## src/rtl/pow_share_ctrl.sv

```systemverilog
// pow_share_ctrl: round-robin sequencer that shares one start/ready
// fast-exponentiation unit among NREQ requesters. The winner's operands are
// latched and start is pulsed. The block waits for ready to fall and rise
// again, then returns the result to the winner with a one-cycle done pulse.
module pow_share_ctrl #(
  parameter  int NREQ = 4,
  parameter  int XW   = 16,
  parameter  int NW   = 8,
  localparam int IW   = (NREQ > 1) ? $clog2(NREQ) : 1
) (
  input  logic               clk,
  input  logic               nrst,
  input  logic [NREQ-1:0]    req,
  input  logic [NREQ*XW-1:0] req_x,
  input  logic [NREQ*NW-1:0] req_n,
  output logic [NREQ-1:0]    done,
  output logic [XW-1:0]      res,
  output logic               busy,
  output logic [IW-1:0]      gnt_idx,
  output logic               pw_start,
  output logic [XW-1:0]      pw_x,
  output logic [NW-1:0]      pw_n,
  input  logic               pw_ready,
  input  logic [XW-1:0]      pw_out
);

  typedef enum logic [2:0] {
    ST_IDLE      = 3'd0,
    ST_ISSUE     = 3'd1,
    ST_WAIT_ACK  = 3'd2,
    ST_WAIT_DONE = 3'd3,
    ST_RESP      = 3'd4
  } state_t;

  state_t          state_r;
  state_t          state_nxt_s;
  logic [IW-1:0]   rr_ptr_r;
  logic [IW-1:0]   gnt_idx_r;
  logic [XW-1:0]   pw_x_r;
  logic [NW-1:0]   pw_n_r;
  logic [XW-1:0]   res_r;
  logic [IW-1:0]   win_idx_s;
  logic            win_vld_s;
  logic [IW:0]     cand_s;
  logic [NREQ-1:0] done_s;
  logic            grant_s;

  // Round-robin search: first active request at or after rr_ptr, wrapping.
  always_comb begin
    win_vld_s = 1'b0;
    win_idx_s = '0;
    cand_s    = '0;
    for (int k = 0; k < NREQ; k++) begin
      cand_s = {1'b0, rr_ptr_r} + (IW+1)'(k);
      if (cand_s >= (IW+1)'(NREQ)) begin
        cand_s = cand_s - (IW+1)'(NREQ);
      end else begin
        cand_s = cand_s;
      end
      if (!win_vld_s && req[cand_s[IW-1:0]]) begin
        win_vld_s = 1'b1;
        win_idx_s = cand_s[IW-1:0];
      end else begin
        win_vld_s = win_vld_s;
        win_idx_s = win_idx_s;
      end
    end
  end

  // A grant needs a pending request and an idle unit.
  assign grant_s = win_vld_s && pw_ready;

  // Next-state logic of the sequencer.
  always_comb begin
    state_nxt_s = state_r;
    case (state_r)
      ST_IDLE: begin
        if (grant_s) begin
          state_nxt_s = ST_ISSUE;
        end else begin
          state_nxt_s = ST_IDLE;
        end
      end
      ST_ISSUE: begin
        state_nxt_s = ST_WAIT_ACK;
      end
      ST_WAIT_ACK: begin
        if (!pw_ready) begin
          state_nxt_s = ST_WAIT_DONE;
        end else begin
          state_nxt_s = ST_WAIT_ACK;
        end
      end
      ST_WAIT_DONE: begin
        if (pw_ready) begin
          state_nxt_s = ST_RESP;
        end else begin
          state_nxt_s = ST_WAIT_DONE;
        end
      end
      ST_RESP: begin
        state_nxt_s = ST_IDLE;
      end
      default: begin
        state_nxt_s = ST_IDLE;
      end
    endcase
  end

  // State register.
  always_ff @(posedge clk or negedge nrst) begin
    if (!nrst) begin
      state_r <= ST_IDLE;
    end else begin
      state_r <= state_nxt_s;
    end
  end

  // Operand capture on grant, result capture on ready, pointer advance on response.
  always_ff @(posedge clk or negedge nrst) begin
    if (!nrst) begin
      rr_ptr_r  <= '0;
      gnt_idx_r <= '0;
      pw_x_r    <= '0;
      pw_n_r    <= '0;
      res_r     <= '0;
    end else begin
      case (state_r)
        ST_IDLE: begin
          if (grant_s) begin
            gnt_idx_r <= win_idx_s;
            pw_x_r    <= req_x[int'(win_idx_s)*XW +: XW];
            pw_n_r    <= req_n[int'(win_idx_s)*NW +: NW];
          end
        end
        ST_WAIT_DONE: begin
          if (pw_ready) begin
            res_r <= pw_out;
          end
        end
        ST_RESP: begin
          if (gnt_idx_r == IW'(NREQ - 1)) begin
            rr_ptr_r <= '0;
          end else begin
            rr_ptr_r <= gnt_idx_r + IW'(1);
          end
        end
        default: begin
          rr_ptr_r <= rr_ptr_r;
        end
      endcase
    end
  end

  // One-hot done decoded from the state register only.
  always_comb begin
    done_s = '0;
    if (state_r == ST_RESP) begin
      done_s[gnt_idx_r] = 1'b1;
    end else begin
      done_s = '0;
    end
  end

  assign done     = done_s;
  assign pw_start = (state_r == ST_ISSUE);
  assign busy     = (state_r != ST_IDLE);
  assign res      = res_r;
  assign gnt_idx  = gnt_idx_r;
  assign pw_x     = pw_x_r;
  assign pw_n     = pw_n_r;

endmodule

```

## config.mk

```make
export PLATFORM = sky130hd
export DESIGN_NAME = pow_share_ctrl
export DESIGN_NICKNAME = d
export VERILOG_FILES = /design/src/rtl/pow_share_ctrl.sv
export SDC_FILE = /design/constraint.sdc
export NUM_CORES = 1
export LEC_CHECK = 0
export BUFFER_PORTS_ARGS = -buffer_cell sky130_fd_sc_hd__buf_2
export CELL_PAD_IN_SITES_DETAIL_PLACEMENT = 1
export CELL_PAD_IN_SITES_GLOBAL_PLACEMENT = 1
export CORE_ASPECT_RATIO = 0.75
export CORE_MARGIN = 2
export CORE_UTILIZATION = 27
export CTS_BUF_LIST = sky130_fd_sc_hd__clkbuf_16
export DETAILED_ROUTE_END_ITERATION = 10
export GPL_ROUTABILITY_DRIVEN = 0
export PLACE_DENSITY_LB_ADDON = 0.1
export SETUP_SLACK_MARGIN = 0.02
export SYNTH_ARGS = -nofsm -noshare
export SYNTH_HDL_FRONTEND = slang
export SYNTH_SLANG_ARGS = --single-unit
```

## constraint.sdc

```tcl
create_clock -name clk -period 2.1 [get_ports clk]
set_input_delay 0.21 -clock clk [delete_from_list [all_inputs] [get_ports clk]]
set_output_delay 0.21 -clock clk [all_outputs]
set_load 0.03 [all_outputs]
```

==> results by group <==
Clock network
  – Root buffer cell: clkbuf_16
  – Clock insertion delay at the later pin of the skew report: just under 0.3 ns
  – CTS tree: built
  – Clk slew on worst S/H paths: ~0.070 ns
  – H-tree levels: 2
  – Clk sinks: between 40 and 50
  – Clk buf depth: 2
  – Num CTS Buffers: 5

Setup path
  – Startpoint Class: flop
  – Critical Path Fanout Max: 25
  – Crit path buf inv count: 0
  – Crit-path slowest cell: a311oi_1
  – Reg-to-reg slack, setup: 0.16 ns
  – CP Capture Type: flop
  – WS Path Type: reg -> reg
  – Max incr delay on CP: ~0.52 ns
  – CP cell instances: nand2_1 -> a311oi_1 -> or3_4 -> a2bb2oi_1 -> o21ai_0
  – Critical path required time: roughly 2.2 ns
  – Crit path DAT: just over 2 ns
  – Crit path max-delay family: compound AO/OA/AOI/OAI gates

Yosys
  – FFs w/ async S/R, synth: 1.00
  – Post-synth top cells: 52 x nand2_1, 49 x mux2i_1, 47 x dfrtp_1
  – Synth top area share: 0.455
  – Post-synthesis sequential area ratio: 0.455
  – Seq cells post-synth: 47
  – Adder-cell share of the synthesized area: 0.0194
  – Synth warn: 0
  – Avg Inst Size Synth: about 10 sq um
  – Number of flops mapped to enable cells by yosys: 0
  – Cell variety after synth: 30
  – Synth Area in Simple Gates: 0.121
  – Synthesized Nets: roughly 380
  – Synth top area cells: dfrtp_1 46%, mux2i_1 19%, a2bb2oi_1 8.1%
  – Mapped cell area: about 0.0026 sq mm
  – Mux contribution to synthesized area: 0.194
  – Most common cell in the synthesized netlist: nand2_1
  – Compound-gate portion of the synthesized area: 0.163
  – Largest family of logic cells by synthesized area: multiplexers
  – Post-synthesis cell count: 253
  – Commonest register cell after synthesis: dfrtp_1
  – Largest area contributor in the netlist: dfrtp_1
  – Post-Synth XOR/XNOR Area: 0

Routing
  – Vias per inst: between 4 and 5
  – Via Count: 2483
  – DR iter-0 viols: 65
  – Avg WL per Cell: 15.1 um
  – Final WL: around 8300 um
  – Residual DRC: 0
  – ANT nets after route: 0
  – Router iterations before antenna repair: 4

Placed design
  – Placed Area: 0.00357 sq mm
  – Hpwl dp: between 6000 and 7000 um
  – IO buf count: about 170

STA
  – Final setup fails: 0
  – Final number of hold-violating endpoints: 0
  – RSZ-0062 raised after global routing: no
  – Fin crit share: 0.925
  – Hold Slack: approximately 0.11 ns
  – Max frequency: 515 MHz
  – Slew @ Worst Pin: 0.651 ns
  – Slew margin rel.: 0.564
  – Clock Skew: between 0.006 and 0.007 ns
  – Fin. max-slew vios: 0
  – Min Tclk post-route: 1.94 ns

Floorplanning
  – # IOs: ~170
  – Core Region: 0.00916 sq mm
  – Die Ht: roughly 89 um
  – Total die area: 0.0104 sq mm
  – Initial Utilization: 0.282
  – Chip width: approximately 120 um
  – Num rows: 30

Global routing
  – Largest net degree at the start of global routing: 48
  – GRT Util Overall: 0.157
  – Initial antenna violation count: 1
  – First-pass GRT wire length: 12500 um
  – GR Overflow Total: 0
  – Vias in the first global route: roughly 2500

Final layout
  – Fin area: around 0.0038 sq mm
  – # diodes: 0
  – Layout cells sized above 1: 0.454
  – Final #Nets: 543
  – P&R area growth vs syn: 46.3%
  – Final Util: 0.412

Power and ir drop
  – Worst VDD drop: between 500 and 600 uV
  – PwrDens: roughly 1400 mW/mm^2
  – Final Power: around 0.0052 W
  – Leakage Power: 2.05 nW

Flow run
  – Max-Cap Viols: 0

Status
  – Run status: finished clean

Hold path
  – HP Class: in -> reg
-- path summary, 6_finish.rpt --
check	cells past startpoint	start	endpoint
setup / recovery	5	rr_ptr_r[1]$_DFFE_PN0P_	pw_n[4]$_DFFE_PN0P_
hold reg to reg	2	res[2]$_DFFE_PN0P_	res[2]$_DFFE_PN0P_
setup reg to reg	5	rr_ptr_r[1]$_DFFE_PN0P_	pw_n[4]$_DFFE_PN0P_
max in group asynchronous	3	nrst	rr_ptr_r[0]$_DFFE_PN0P_
min in group asynchronous	3	nrst	res[2]$_DFFE_PN0P_
hold / removal	3	pw_out[4]	res[4]$_DFFE_PN0P_
-- placed cells by master (no fill, tap or decap), drive strengths merged --
cell and n:
nor2b 1, nor3 2, dfrtp 47, mux2i 49, inv 5, nand2b 1, a2111o 1, buf 174
a221oi 1, nand2 52, or2 1, or3 2, o31ai 1, a21bo 1, ha 4, nor2 3
clkinv 2, o21ai 27, a21oi 3, dlygate4sd3 1, clkinvlp 2, clkbuf 6, a311oi 1, mux2 1
o41ai 1, nand4b 1, a2bb2oi 24, nor3b 2, and3 5
-- registers in the layout, indices dropped and copies added, names as in the netlist --
| name | count |
|---|---|
| rr_ptr_r | 2 |
| gnt_idx | 2 |
| pw_x | 16 |
| res | 16 |
| state_r | 3 |
| pw_n | 8 |
-- power by group --
part	switching (W)	internal, W	total (W)
clock network	0.000347	0.000439	0.000786
registers	0.000264	0.00132	0.00158
logic	0.00175	0.00104	0.00278
-- timing repair --
| item | CTS | global route |
|---|---|---|
| setup buffers | 0 | 1 |
| gates resized for setup | 0 | 4 |
| hold endpoints to repair | 47 | 0 |
| hold buffers | 1 | 0 |
| endpoints found under the setup margin | 0 | 19 |
-- per-layer routing --
| metal | vias to the layer above | part of all wire | track usage |
|---|---|---|---|
| met5 | - | 0.0013 | 0 |
| met4 | 2 | 0.0093 | 0.0417 |
| met3 | 10 | 0.079 | 0.0500 |
| met2 | 93 | 0.48 | 0.260 |
| met1 | 1140 | 0.43 | 0.201 |
| li1 | 1238 | - | - |
-- kinds of logic (layout without fill, tap and decap cells) --
logic type	Yosys count	after routing
and+or+nand+nor	70	70
AOI/OAI and AO/OA	60	60
muxes	50	50
DFF	47	47
buffers and inverters	22	190
adders and majority gates	4	4
-- cell type report --
class / instances / area (sq um)
clock buffers: 5 / 125
clock inverters: 3 / 20.0
fillers: 1138 / 5380
inverters: 6 / 22.5
multi-input cells: 184 / 1320
flip-flops and latches: 47 / 1180
well taps: 128 / 160
repair buffers: 176 / 955
-- tightest hold or removal path, delay by kind of cell --
family / cells / cell delay, ns
buffers and inverters: 1 / 0.07
AND/OR/NAND/NOR: 2 / 0.08
-- metrics by stage --
stage / TNS (ns) / setup WS (ns) / instances
2_1_floorplan: -0.0999 / -0.00562 / 253
3_3_place_gp: 0 / 0.156 / 538
3_5_place_dp: 0 / 0.0956 / 538
4_1_cts: 0 / 0.0746 / 547
5_1_grt: 0 / 0.00633 / 549
6_report: 0 / 0.158 / 549
Note: power is estimated with default switching activity, not from simulation.
